File: config.mk
export PLATFORM = sky130hd
export DESIGN_NAME = tdc_result_serializer
export DESIGN_NICKNAME = d
export VERILOG_FILES = /design/src/rtl/tdc_result_serializer.sv
export SDC_FILE = /design/constraint.sdc
export NUM_CORES = 1
export LEC_CHECK = 0
export CAP_MARGIN = 10
export CORE_MARGIN = 5
export CORE_UTILIZATION = 54
export CTS_CLUSTER_DIAMETER = 50
export DETAILED_ROUTE_END_ITERATION = 8
export PLACE_DENSITY_LB_ADDON = 0.08
export SLEW_MARGIN = 20
export SYNTH_ARGS = -nofsm -noshare
export SYNTH_HDL_FRONTEND = slang
export SYNTH_SLANG_ARGS = --single-unit
File: constraint.sdc
create_clock -name clk -period 2 [get_ports clk]
set_clock_uncertainty 0.05 [all_clocks]
set_input_delay 0.3 -clock clk [delete_from_list [all_inputs] [get_ports clk]]
set_output_delay 0.3 -clock clk [all_outputs]
set_load 0.005 [all_outputs]
File: src/rtl/tdc_result_serializer.sv
// Readout stage for TDC measurement words: a shadow register catches each finished word, and the
// word is sent MSB-first on sframe/sclk/sdata with the overrun flag in front, on host request.
module tdc_result_serializer #(
  parameter int DATA_BITS = 16,
  parameter int CLK_DIV   = 4
) (
  input  logic                 clk,
  input  logic                 rst,
  input  logic                 i_capture,
  input  logic [DATA_BITS-1:0] i_data_in,
  input  logic                 i_rd_start,
  output logic                 o_data_valid,
  output logic                 o_overrun,
  output logic                 o_busy,
  output logic                 o_sframe,
  output logic                 o_sclk,
  output logic                 o_sdata,
  output logic                 o_dbg_state
);

  localparam int FRAME_BITS = DATA_BITS + 1;
  localparam int DIV_W      = (CLK_DIV > 1) ? $clog2(CLK_DIV) : 1;
  localparam int BIT_W      = $clog2(FRAME_BITS + 1);
  localparam logic [DIV_W-1:0] DIV_LAST = DIV_W'(CLK_DIV - 1);
  localparam logic [BIT_W-1:0] BIT_LAST = BIT_W'(FRAME_BITS - 1);

  typedef enum logic {
    S_IDLE  = 1'b0,
    S_SHIFT = 1'b1
  } state_t;

  state_t                r_state;
  state_t                w_next_state;
  logic [DATA_BITS-1:0]  r_shadow;
  logic [FRAME_BITS-1:0] r_shift;
  logic [DIV_W-1:0]      r_div_cnt;
  logic [BIT_W-1:0]      r_bit_cnt;
  logic                  r_data_valid;
  logic                  r_overrun;
  logic                  r_sframe;
  logic                  r_sclk;
  logic                  r_sdata;
  logic                  w_frame_start;
  logic                  w_phase_end;
  logic                  w_fall;
  logic                  w_last_bit;

  always_comb begin
    w_frame_start = (r_state == S_IDLE) && i_rd_start && r_data_valid;
    w_phase_end   = (r_state == S_SHIFT) && (r_div_cnt == DIV_LAST);
    w_fall        = w_phase_end && r_sclk;
    w_last_bit    = (r_bit_cnt == BIT_LAST);
    w_next_state  = r_state;
    case (r_state)
      S_IDLE:  if (w_frame_start) w_next_state = S_SHIFT;
      S_SHIFT: if (w_fall && w_last_bit) w_next_state = S_IDLE;
      default: w_next_state = S_IDLE;
    endcase
  end

  always_ff @(posedge clk or posedge rst) begin
    if (rst) r_state <= S_IDLE;
    else     r_state <= w_next_state;
  end

  // Shadow side: a frame start consumes the word, so a capture on that edge never counts as overrun.
  always_ff @(posedge clk or posedge rst) begin
    if (rst) begin
      r_shadow     <= '0;
      r_data_valid <= 1'b0;
      r_overrun    <= 1'b0;
    end else begin
      if (i_capture) r_shadow <= i_data_in;
      if (w_frame_start) begin
        r_data_valid <= i_capture;
        r_overrun    <= 1'b0;
      end else if (i_capture) begin
        r_data_valid <= 1'b1;
        if (r_data_valid) r_overrun <= 1'b1;
      end
    end
  end

  // Serializer side: each bit is CLK_DIV cycles low then CLK_DIV cycles high; data moves on the fall.
  always_ff @(posedge clk or posedge rst) begin
    if (rst) begin
      r_shift   <= '0;
      r_div_cnt <= '0;
      r_bit_cnt <= '0;
      r_sframe  <= 1'b0;
      r_sclk    <= 1'b0;
      r_sdata   <= 1'b0;
    end else if (w_frame_start) begin
      r_shift   <= {r_overrun, r_shadow};
      r_div_cnt <= '0;
      r_bit_cnt <= '0;
      r_sframe  <= 1'b1;
      r_sclk    <= 1'b0;
      r_sdata   <= r_overrun;
    end else if (r_state == S_SHIFT) begin
      if (w_phase_end) begin
        r_div_cnt <= '0;
        if (!r_sclk) begin
          r_sclk <= 1'b1;
        end else begin
          r_bit_cnt <= r_bit_cnt + 1'b1;
          r_sclk    <= 1'b0;
          if (w_last_bit) begin
            r_sframe <= 1'b0;
            r_sdata  <= 1'b0;
          end else begin
            r_shift <= {r_shift[FRAME_BITS-2:0], r_shift[FRAME_BITS-1]};
            r_sdata <= r_shift[FRAME_BITS-2];
          end
        end
      end else begin
        r_div_cnt <= r_div_cnt + 1'b1;
      end
    end
  end

  assign o_data_valid = r_data_valid;
  assign o_overrun    = r_overrun;
  assign o_busy       = r_sframe;
  assign o_sframe     = r_sframe;
  assign o_sclk       = r_sclk;
  assign o_sdata      = r_sdata;
  assign o_dbg_state  = r_state;

endmodule

==> run_results.csv <==
group,metric,value,unit
setup_path,crit_chain,"clkdlybuf4s50_1",
power,netSwitchingFraction,0.211,
placed_design,place_area,2370,sq um
flow_run,maxCapViolCount,0,
timing,rsz0062_at_grt,"false",
drt,drc,0,
synthesis,syn_inst,193,
setup_path,critical-path-max-stage-delay,0.56,ns
finish,ff_latch_area,1150,sq um
setup_path,path_class,"register to output port",
grt,grt_pass1_wl,6730,um
synthesis,synth.most_common_cell,"dfrtp_1",
finish,utilization,0.659,
finish,n_fill_cell,309,
setup_path,cp_max_fo,11,
cts,clockBufferDepth,2,
power,p_comb_frac,0.064,
timing,post-route-period-util,0.856,
grt,grt_max_degree,27,
finish,antenna_cells,0,
synthesis,synth-main-ff-cell,"dfrtp_1",
synthesis,synth.area.top_cells,"dfrtp_1, mux2_2, nand2_1",
setup_path,r2r_start,"r_div_cnt[0]",
grt,grt_pass1_vias,1532,
cts,clk_latency,0.29,ns
power,p_switching,337,uW
drt,dr_total_vias,1475,
cts,cts_num_sinks,46,
setup_path,startpoint,"o_dbg_state",
synthesis,synth_top_family_by_area,"simple AND/OR/NAND/NOR gates",
synthesis,muxShareOfSynthArea,0.0862,
placed_design,io_buffers,26,
timing,worstMarginPinSlew,0.588,ns
cts,cts_setup_buffers,0,
synthesis,async_flop_share,1.00,
synthesis,synth_fa_ha_area_frac,0.0180,
floorplanning,die_w,72.2,um
power,p_leak,0.00100,uW
placed_design,place_ws,0.406,ns
drt,drt_iter0_drc,56,
synthesis,netlist.area_leader.share,0.551,
setup_path,crit_family,"buffers and inverters",
setup_path,critPathLaunchType,"register",
timing,min_period,1.71,ns
timing,drv_slew,0,
grt,grt_use_total,0.167,
synthesis,synth_area_leader_cell,"dfrtp_1",
timing,fin_hold_ws,0.267,ns
power,irDropWorstVdd,0.581,mV
synthesis,synthSimpleGateAreaFrac,0.167,
finish,final_area,2450,sq um
drt,ant_nets,0,
drt,viasPerCell,5.55,
setup_path,slowest_stage,"clkdlybuf4s50_1",
worst_hold_path,hold_class,"input port to async pin",
cts,ctsResizeCount,0,
synthesis,synth-xor-area-share,0.00838,
power,power_density,652,nW/um^2
floorplanning,start_util,0.562,
synthesis,synth_area,2090,sq um
cts,cts_tree,"done",
synthesis,synthesis.nets,216,
timing,finalSetupViolCount,0,
grt,antenna_found_initial,0,
setup_path,critical_path_buf_inv_count,1,
grt,overflow,0,
placed_design,detailedPlacementHpwl,2750,um
setup_path,crit_required,1.65,ns
synthesis,synth-edff-count,0,
placed_design,place_congestion,0.743,
synthesis,yosys_warnings,0,
floorplanning,die_y,72.2,um
synthesis,syn_area_per_cell,10.8,sq um
cts,cts_buffers,5,
drt,firstDrtPassIters,4,
floorplanning,num_rows,22,
power,p_seq_frac,0.612,
timing,final-hold-violation-count,0,
timing,layout_setup_ws,0.288,ns
setup_path,arrival,1.36,ns
finish,fin_nets,241,
synthesis,synth_cell_types,27,
cts,root_buffer,"clkbuf_8",
power,internal_power,1260,uW
timing,fmax,584,MHz
cts,cts_max_level,2,
finish,syn_to_final_growth,17.2,%
setup_path,crit_cells,1,
synthesis,synth_common_cells,"dfrtp_1, nand2_1, nand3_1, mux2_2",
setup_path,reg2reg_depth,4,
floorplanning,die-area,5210,sq um
drt,wl_per_cell,14.4,um
power,clkPwrFrac,0.324,
finish,multiInputGateArea,832,sq um
timing,tns,0,ns
floorplanning,num_io_pins,27,
synthesis,ys_ff_latch,46,
timing,slew_headroom,0.606,
drt,wl,3820,um
cts,hold_buffers,0,
setup_path,end_kind,"output port",
synthesis,synth_compound_area_frac,0.119,
finish,drive_gt1_frac,0.188,
run_status,outcome,"finished clean",
cts,clkSlewWorstSetupHoldPaths,0.08,ns
floorplanning,coreArea,3720,sq um
synthesis,ys_seq_area_frac,0.551,
flip-flops by register name (all words and copies together) (netlist names):
| name | flops |
|---|---|
| o_sdata | 1 |
| o_overrun | 1 |
| o_data_valid | 1 |
| o_sclk | 1 |
| o_dbg_state | 1 |
| r_bit_cnt | 5 |
| o_busy | 1 |
| r_div_cnt | 2 |
| r_shadow | 16 |
| r_shift | 17 |
final timing paths:
| path | end | slack, ns |
|---|---|---|
| max | o_dbg_state | 0.29 |
| min | r_shadow[2] | 0.27 |
| max reg2reg | r_shift[12] | 0.51 |
| min reg2reg | r_shift[4] | 0.45 |
| max in group asynchronous | r_shadow[12] | 1.00 |
| min in group clk | r_shift[4] | 0.45 |
metal layers:
metal	vias up	GRT usage	share of wire
met2	32	0.287	0.51
met1	722	0.201	0.43
met3	6	0.0388	0.047
li1	715	-	-
met4	0	0.0689	0.015
met5	-	0	0
cells in the final DEF, fill, tap and decap left out:
cell             synthesis  final
o31ai_1                  1      1
mux2_2                  16     16
a21o_1                   1      1
o211ai_1                 7      7
nand3_1                 20     20
ha_1                     3      3
and3_1                   1      1
nor2_1                   8      8
xor2_1                   2      2
o211ai_2                10     10
nand4bb_1                1      1
clkdlybuf4s50_1          0     26
nand4_1                  1      1
nand2_1                 40     40
clkinv_1                 0      1
a21oi_1                  7      7
nor3b_1                  1      1
or3_1                    2      2
and2_4                   1      1
dfrtp_1                 46     46
and3b_1                  1      1
nand3b_1                 1      1
inv_1                    4      3
buf_4                    1      7
clkinv_2                 0      2
o21ai_0                  4      4
clkbuf_8                 0      5
final cells by class:
| type | instances | share of cell area |
|---|---|---|
| clock buffers | 5 | 0.0281 |
| clock inverters | 2 | 0.00409 |
| inverters | 4 | 0.00613 |
| multi-input cells | 128 | 0.340 |
| flip-flops and latches | 46 | 0.470 |
| well taps | 48 | 0.0245 |
| repair buffers | 33 | 0.128 |
logic make-up after synthesis:
family,after synthesis
AOI/OAI and AO/OA,30
xor gates and xnor gates,2
adders and majority gates,3
buffers and inverters,19
DFF,46
muxes,16
and+or+nand+nor,77
power groups by stage:
| stage | registers, uW | clock network [uW] | logic, uW |
|---|---|---|---|
| 6_report | 979 | 517 | 102 |
| 5_1_grt | 983 | 562 | 115 |
| 4_1_cts | 979 | 530 | 105 |
| 3_5_place_dp | 997 | 0 | 105 |
| 3_3_place_gp | 995 | 0 | 99.3 |
| 2_1_floorplan | 991 | 0 | 54.1 |
stage by stage:
stage | std cells | power [uW]
finish | 266 | 1600
global route | 266 | 1660
CTS | 266 | 1610
detailed placement | 259 | 1100
global placement | 259 | 1090
floorplan | 193 | 1050
Note: power is estimated with default switching activity, not from simulation.
==> RTL edit, RTL diff (same flow settings) <==
Add an input register stage for `i_capture`, `i_data_in` and `i_rd_start`, cleared by the reset; this delays them by one clock.
--- a/src/rtl/tdc_result_serializer.sv
+++ b/src/rtl/tdc_result_serializer.sv
@@ -29,6 +29,22 @@
     S_SHIFT = 1'b1
   } state_t;
 
+  logic i_capture_q;
+  logic [DATA_BITS-1:0] i_data_q;
+  logic i_rd_start_q;
+
+  always_ff @(posedge clk or posedge rst) begin
+    if (rst) begin
+      i_capture_q  <= '0;
+      i_data_q     <= '0;
+      i_rd_start_q <= '0;
+    end else begin
+      i_capture_q  <= i_capture;
+      i_data_q     <= i_data_in;
+      i_rd_start_q <= i_rd_start;
+    end
+  end
+
   state_t                r_state;
   state_t                w_next_state;
   logic [DATA_BITS-1:0]  r_shadow;
@@ -46,7 +62,7 @@
   logic                  w_last_bit;
 
   always_comb begin
-    w_frame_start = (r_state == S_IDLE) && i_rd_start && r_data_valid;
+    w_frame_start = (r_state == S_IDLE) && i_rd_start_q && r_data_valid;
     w_phase_end   = (r_state == S_SHIFT) && (r_div_cnt == DIV_LAST);
     w_fall        = w_phase_end && r_sclk;
     w_last_bit    = (r_bit_cnt == BIT_LAST);
@@ -70,11 +86,11 @@
       r_data_valid <= 1'b0;
       r_overrun    <= 1'b0;
     end else begin
-      if (i_capture) r_shadow <= i_data_in;
+      if (i_capture_q) r_shadow <= i_data_q;
       if (w_frame_start) begin
-        r_data_valid <= i_capture;
+        r_data_valid <= i_capture_q;
         r_overrun    <= 1'b0;
-      end else if (i_capture) begin
+      end else if (i_capture_q) begin
         r_data_valid <= 1'b1;
         if (r_data_valid) r_overrun <= 1'b1;
       end
Function: changed (a bounded check fails within 4 cycles, from zero or initial values and one cycle with rst high).
==> RTL edit against the unedited design <==
Sequential cell count grew 18. Largest cell class unchanged. Cell area increased by 23%. Synthesized cell count up 7.8%. Synthesized area is 22% higher. Final cell count is 10% higher. Setup slack worse by 0.094 ns. Routed wire length is 18% higher.
Power is not compared: it rests on default switching activity, and its combinational part moved more than twofold at a synthesized area within 25%.
==> RTL edit: results (changes against the unedited design) <==
Global routing
  • First-pass GRT wire length: 7631 um (was 6734 um)
  • GR Util All Layers: 16.40% (was 16.69%)

Setup path
  • CP arrival: 1.46 ns (was 1.36 ns)
  • R2r endpoint: r_shift[6] (was r_shift[12])
  • Worst Path Max Fanout: 12 (was 11)
  • FF-to-FF setup slack: 0.29 ns (was 0.51 ns)
  • Critical Path Max Stage Delay: 0.58 ns (was 0.56 ns)

Placement
  • Dpl ws: 0.08079 ns (was 0.4056 ns)
  • Hpwl dp: 2957 um (was 2750 um)
  • Cells after DPL: 278 (was 259)
  • Placed instance area: 2831 sq um (was 2371 sq um)
  • Gpl congestion: 0.7659 (was 0.7430)

Clock network
  • H-tree Lvls: 3 (was 2)
  • Number of buffers created by CTS: 9 (was 5)
  • # Post-CTS Setup Buffers: 0 (unchanged)
  • Clock Latency Late Sink: 0.33 ns (was 0.29 ns)

Synth
  • Async SR Flop Fraction: 100.0% (unchanged)
  • Yosys warnings: 0 (unchanged)
  • Top cells by count, synth: dfrtp_1 (64), nand2_1 (41), nand3_1 (18) (was dfrtp_1 (46), nand2_1 (40), nand3_1 (20))
  • Dominant cells by area after synthesis: dfrtp_1 (63%), mux2_2 (7.0%), nand2_1 (6.0%) (was dfrtp_1 (55%), mux2_2 (8.6%), nand2_1 (7.2%))
  • Post-synthesis average cell area: 12.29 sq um (was 10.83 sq um)
  • Post-synth cell types: 29 (was 27)
  • Sequential area share after synthesis: 62.65% (was 55.09%)
  • Syn nets: 231 (was 216)

Route
  • 1st-iter DRT viols: 88 (was 56)
  • Vias per cell: 5.625 (was 5.545)
  • Drt wl/cell: 15.38 um (was 14.37 um)

Cells and area
  • Fin nets: 258 (was 241)
  • Layout fillers: 368 (was 309)
  • Post-Layout Cell Count: 293 (was 266)
  • Layout cells sized above 1: 20.50% (was 18.81%)
  • Largest regs: r_shift x17, i_data_q x16, r_shadow x16 (was r_shift x17, r_shadow x16, r_bit_cnt x5)

Timing
  • Worst Max-Slew Pin Slew: 0.7329 ns (was 0.5877 ns)
  • WHS: 0.2860 ns (was 0.2667 ns)

Power and ir drop
  • VDD IR-drop max: 0.0005301 V

Run status
  • Outcome: complete, no violations (unchanged)
-- RTL edit: changes by cell type after synthesis, moves of 2 or more --
cell / delta
nor2_1: -2
nand3_1: -2
dfrtp_1: +18
o22a_1: +2
o21ai_0: -2
a21oi_1: -2
buf_4: +3
buf_2: -3
buf_6: +2
-- RTL edit: where the power goes --
part	internal, uW	total (uW)	switching (uW)	leakage (uW)
Sequential	1580	1770	191	0.000764
Clock	576	1040	464	0.0000975
Combinational	393	759	367	0.000457
-- RTL edit: logic make-up (layout without fill, tap and decap cells) --
family	Yosys count	in the layout	share of synthesized area, %
flip-flops	64	64	62.65
multiplexers	17	17	7.440
adder cells (fa/ha/maj)	3	3	1.469
XOR/XNOR	2	2	0.6854
AO/OA/AOI/OAI	30	30	10.18
buffers and inverters	18	49	4.454
AND/OR/NAND/NOR	74	74	13.12
-- RTL edit: per-layer routing --
metal | up-vias | share of wire (%) | GRT usage, %
met5 | - | 0 | 0
met4 | 0 | 1.8 | 10.84
met3 | 7 | 4.5 | 4.762
met2 | 39 | 51 | 26.99
met1 | 834 | 43 | 18.49
li1 | 768 | - | -
-- RTL edit: worst max path at each step --
stage	end	slack (ns)
final	o_dbg_state	0.19
after global routing	o_dbg_state	0.11
after CTS	r_shift[15]	0.09
after detailed placement	r_shift[15]	0.08
after global placement	r_shift[16]	0.19
after floorplan	i_capture_q	0.05
-- RTL edit: tightest hold or removal path, stage by stage --
cell	delay (ns)
clkdlybuf4s50_1	0.41
inv_2	0.07
buf_12	0.29
-- RTL edit: layout make-up --
type                    instances  area [sq um]  area share [%]
flip-flops and latches         64          1602           52.96
clock inverters                 2         12.51          0.4137
well taps                      54         67.56           2.234
repair buffers                 31         310.3           10.26
multi-input cells             126         842.1           27.84
clock buffers                  13         178.9           5.916
inverters                       3         11.26          0.3724
